**src/rtl/stack_pkg.sv**
```systemverilog
// Shared stack definitions: controller FSM states and default geometry
// reused by the controller and stack_memory instantiations.
package stack_pkg;

    localparam int STACK_DEPTH = 1024;
    localparam int STACK_AW    = 10;
    localparam int STACK_DW    = 32;

    typedef enum logic [2:0] {
        ST_IDLE,
        ST_PUSH,
        ST_POP,
        ST_CAPTURE,
        ST_FIN
    } stack_state_t;

endpackage

```
**src/rtl/stack_controller.sv**
```systemverilog
// Single-request stack sequencer in front of stack_memory: owns the stack
// pointer, issues push/pop strobes and captures popped words.
module stack_controller
    import stack_pkg::*;
#(
    parameter int DEPTH = STACK_DEPTH,
    parameter int AW    = STACK_AW,
    parameter int DW    = STACK_DW
) (
    input  logic          clk,
    input  logic          reset,
    input  logic          push_req,
    input  logic          pop_req,
    input  logic [DW-1:0] push_data,
    output logic          busy,
    output logic          done,
    output logic          error,
    output logic [DW-1:0] pop_data,
    output logic [AW:0]   count,
    output logic          full,
    output logic          empty,
    output logic [31:0]   stack_pointer,
    output logic          push,
    output logic          pop,
    output logic [DW-1:0] mem_wdata,
    input  logic [DW-1:0] mem_rdata
);

    stack_state_t  state_reg, state_next;
    logic [AW:0]   sp_reg, sp_next;
    logic [DW-1:0] wdata_reg, wdata_next;
    logic [DW-1:0] pop_data_reg, pop_data_next;
    logic          err_reg, err_next;
    logic [AW:0]   addr;

    always_ff @(posedge clk or posedge reset) begin
        if (reset) begin
            state_reg    <= ST_IDLE;
            sp_reg       <= '0;
            wdata_reg    <= '0;
            pop_data_reg <= '0;
            err_reg      <= 1'b0;
        end else begin
            state_reg    <= state_next;
            sp_reg       <= sp_next;
            wdata_reg    <= wdata_next;
            pop_data_reg <= pop_data_next;
            err_reg      <= err_next;
        end
    end

    always_comb begin
        state_next    = state_reg;
        sp_next       = sp_reg;
        wdata_next    = wdata_reg;
        pop_data_next = pop_data_reg;
        err_next      = err_reg;
        case (state_reg)
            ST_IDLE: begin
                // Conflicting requests, overflow and underflow all complete
                // immediately with an error and leave sp untouched.
                if ((push_req && pop_req) || (push_req && full) || (pop_req && empty)) begin
                    err_next   = 1'b1;
                    state_next = ST_FIN;
                end else if (push_req) begin
                    err_next   = 1'b0;
                    wdata_next = push_data;
                    state_next = ST_PUSH;
                end else if (pop_req) begin
                    err_next   = 1'b0;
                    state_next = ST_POP;
                end
            end
            ST_PUSH: begin
                sp_next    = sp_reg + (AW+1)'(1);
                state_next = ST_FIN;
            end
            ST_POP: begin
                state_next = ST_CAPTURE;
            end
            ST_CAPTURE: begin
                pop_data_next = mem_rdata;
                sp_next       = sp_reg - (AW+1)'(1);
                state_next    = ST_FIN;
            end
            ST_FIN: begin
                state_next = ST_IDLE;
            end
            default: begin
                state_next = ST_IDLE;
            end
        endcase
    end

    // Strobes and address decode purely from registered state, so a reset
    // drops them in the same instant it clears the state register.
    assign push  = (state_reg == ST_PUSH);
    assign pop   = (state_reg == ST_POP) || (state_reg == ST_CAPTURE);
    assign addr  = pop ? (sp_reg - (AW+1)'(1)) : sp_reg;

    assign stack_pointer = 32'(addr);
    assign mem_wdata     = wdata_reg;
    assign pop_data      = pop_data_reg;
    assign busy          = (state_reg != ST_IDLE);
    assign done          = (state_reg == ST_FIN);
    assign error         = (state_reg == ST_FIN) && err_reg;
    assign count         = sp_reg;
    assign full          = (sp_reg == (AW+1)'(DEPTH));
    assign empty         = (sp_reg == '0);

endmodule

```
**config.mk**
```make
export PLATFORM = sky130hd
export DESIGN_NAME = stack_controller
export DESIGN_NICKNAME = d
export VERILOG_FILES = /design/src/rtl/stack_pkg.sv /design/src/rtl/stack_controller.sv
export SDC_FILE = /design/constraint.sdc
export NUM_CORES = 1
export LEC_CHECK = 0
export CAP_MARGIN = 20
export CORE_ASPECT_RATIO = 0.6
export CORE_MARGIN = 1
export CORE_UTILIZATION = 29
export CTS_CLUSTER_DIAMETER = 80
export DETAILED_ROUTE_END_ITERATION = 10
export PLACE_DENSITY_LB_ADDON = 0.08
export RECOVER_POWER = 50
export SYNTH_ARGS = -nofsm -noshare
export SYNTH_HDL_FRONTEND = slang
export SYNTH_SLANG_ARGS = --single-unit
```
**constraint.sdc**
```tcl
create_clock -name clk -period 2.45 [get_ports clk]
set_clock_uncertainty 0.15 [all_clocks]
set_input_delay 0.49 -clock clk [delete_from_list [all_inputs] [get_ports clk]]
set_output_delay 0.49 -clock clk [all_outputs]
set_load 0.005 [all_outputs]
```
==> flow_summary.yaml <==
run_status:
  status: "finished, violations left"
  violations: "negative setup slack"
power:
  intPower_mw: 5.14
  powerDensity_nw_per_um2: 1250
  power.switching_mw: 2.32
  p_comb_share_pct: 50.5
  swShare_pct: 31.1
  leakage_nw: 2.59
  p_seq_share_pct: 31.5
  power_mw: 7.47
  power_frac_clock_pct: 18.0
  peakVddDrop_uv: 592
worst_setup_path:
  reg2regPathDepth: 6
  critPathKind: "flop to primary output"
  start_kind: "flop"
  crit_fanout: 2
  cp-startpoint: "count[1]"
  reg2reg_to: "state_reg[2]"
  crit_end: "stack_pointer[6]"
  cp.arrival_ps: 1810
  end_kind: "primary output"
  required_ps: 1810
  reg2reg_from: "count[6]"
  reg2reg_slack_ps: 40
grt:
  grt_pass1_vias: 2836
  grt_max_degree: 42
  grt_usage_pct: 15.2
  grt-ovfl-total: 0
  grt_pass1_wl_mm: 15.1
  grt_antenna_before_repair: 0
sta:
  tightestPinTransition_ps: 1020
  period_needed_ps: 2450
  setup_viol: 1
  setup_ws_ps: -2.58
  slew_headroom_pct: 31.7
  fmax_ghz: 0.408
  drv_slew: 0
  hold_slack_ps: 330
  rsz0062_at_grt: "true"
  fin_crit_sh_pct: 100
  hold_viol_final: 0
  setup_tns_ps: -2.58
worst_hold_path:
  hp-class: "flop to flop"
place:
  gp_congestion: 0.795
  dp_hpwl_mm: 6.96
  portBuffers: 160
routing:
  vias: 2763
  firstDrtPassIters: 4
  drc: 0
  first_iter_violations: 86
  wl_mm: 9.33
  ant_nets: 0
  viasPerCell: 4.30
  wl_per_cell_um: 14.5
layout:
  most-common-layout-cells: "clkdlybuf4s50_1 (145), dfrtp_1 (78), mux2_2 (35)"
  n_antenna_cell: 0
  final_common_cell: "clkdlybuf4s50_1"
  drive_gt1_share_pct: 25.7
  nNetsFinal: 544
  area_delta_synth_final_pct: 62.6
cts:
  cts-root-buf: "clkbuf_16"
  postCtsHoldBufs: 0
  cts_tree: "done"
  clock_sinks: 79
  clock_latency_ps: 330
  cts_buffer_depth: 2
  cts_buffers: 9
  cts_htree_levels: 3
  path_clk_slew_ps: 60
floorplanning:
  die_h_um: 89.1
  num_io_pins: 182
  fp-row-count: 31
  core_um2: 12200
  die_area_um2: 13100
  die_w_um: 147
  start_util_pct: 30.1
logic_synthesis:
  synth_edf_count: 0
  synth_cell_types: 43
  syn_area_um2: 3670
  yosys_warnings: 0
  synth_area_leader_cell: "dfrtp_1"
  synthTopCellsByArea: "dfrtp_1 (54%), mux2_2 (11%), mux2_1 (8.9%)"
  avgSynthCellArea_um2: 13.1
  seq_area_frac_synth_pct: 53.9
  synth_seq_cells: 79
  synth.top_cell.area_share_pct: 53.9
  synthCells: 281
  synth_ff_type: "dfrtp_1"
  synthArstFlopShare_pct: 100
job:
  maxCapViolCount: 0
-- how the worst min path moves through the flow --
stage | depth (start not counted) | from | slack (ps) | endpoint
6_report | 1 | mem_wdata[22] | 330 | mem_wdata[22]
5_1_grt | 1 | mem_wdata[22] | 350 | mem_wdata[22]
4_1_cts | 1 | mem_wdata[14] | 340 | mem_wdata[14]
3_5_place_dp | 1 | mem_wdata[17] | 320 | mem_wdata[17]
3_3_place_gp | 1 | mem_wdata[21] | 320 | mem_wdata[21]
2_1_floorplan | 2 | err_reg | 320 | err_reg
-- per-stage QoR --
stage	setup slack, ps	instances	utilization (%)	cell area (µm²)
3_3_place_gp	-253	622	45.6	5560
5_1_grt	-130	643	49.0	5960
6_report	-2.58	643	49.0	5960
2_1_floorplan	120	301	-	3750
4_1_cts	-65.8	643	48.7	5940
3_5_place_dp	-294	622	45.6	5560
-- timing repair --
item / 4_1_cts / 5_1_grt
cloned: 0 / 0
pin swaps: 9 / 5
resized for setup: 51 / 21
endpoints found under the setup margin: 13 / 13
buffers inserted: 5 / 0
-- cells by family (layout without fill, tap and decap cells) --
family	after synthesis	after routing	share of synthesized area [%]
DFF	79	79	53.9
muxes	65	65	19.9
and+or+nand+nor	56	56	9.52
buffers and inverters	42	219	7.84
xor gates and xnor gates	20	20	4.77
AOI/OAI and AO/OA	15	15	2.93
adders and majority gates	3	3	1.02
other	1	21	0.102
-- layer usage --
metal	track usage, %	vias up	routed length (µm)
met5	0	-	0
met1	18.8	1336	4110
li1	-	1316	-
met4	4.97	0	95
met2	22.9	103	4110
met3	8.27	8	1030
-- critical path, cell delays in order, from the launching register on --
cell      delay, ps
dfrtp_1         380
inv_2            80
ha_4            150
nand2b_4         60
or4_4           450
nor2_4          100
xor2_1          130
buf_2           130
-- synth_stat cells (5+ instances only) --
library cell	instances
mux2_1	29
dfrtp_1	79
xor2_1	13
clkbuf_1	5
inv_1	6
nand2b_1	5
buf_4	22
buf_6	6
nand3_1	5
mux2_2	35
xnor2_1	7
nand2_1	9
nor2_1	8
-- power by group through the flow --
stage                     registers, mW  logic (mW)  clock network, mW
after detailed placement           2.35        3.65                  0
after global placement             2.32        3.66                  0
final                              2.35        3.77               1.34
after CTS                          2.35        3.78               1.39
after floorplan                    2.39        1.38                  0
after global routing               2.45        4.13               1.44
-- cell type report --
type,count,area [µm²]
fillers,1106,6220
flip-flops and latches,79,1980
repair buffers,197,1840
multi-input cells,180,1620
clock buffers,10,229
well taps,165,206
clock inverters,6,67.6
inverters,6,26.3
Note: power is estimated with default switching activity, not from simulation.
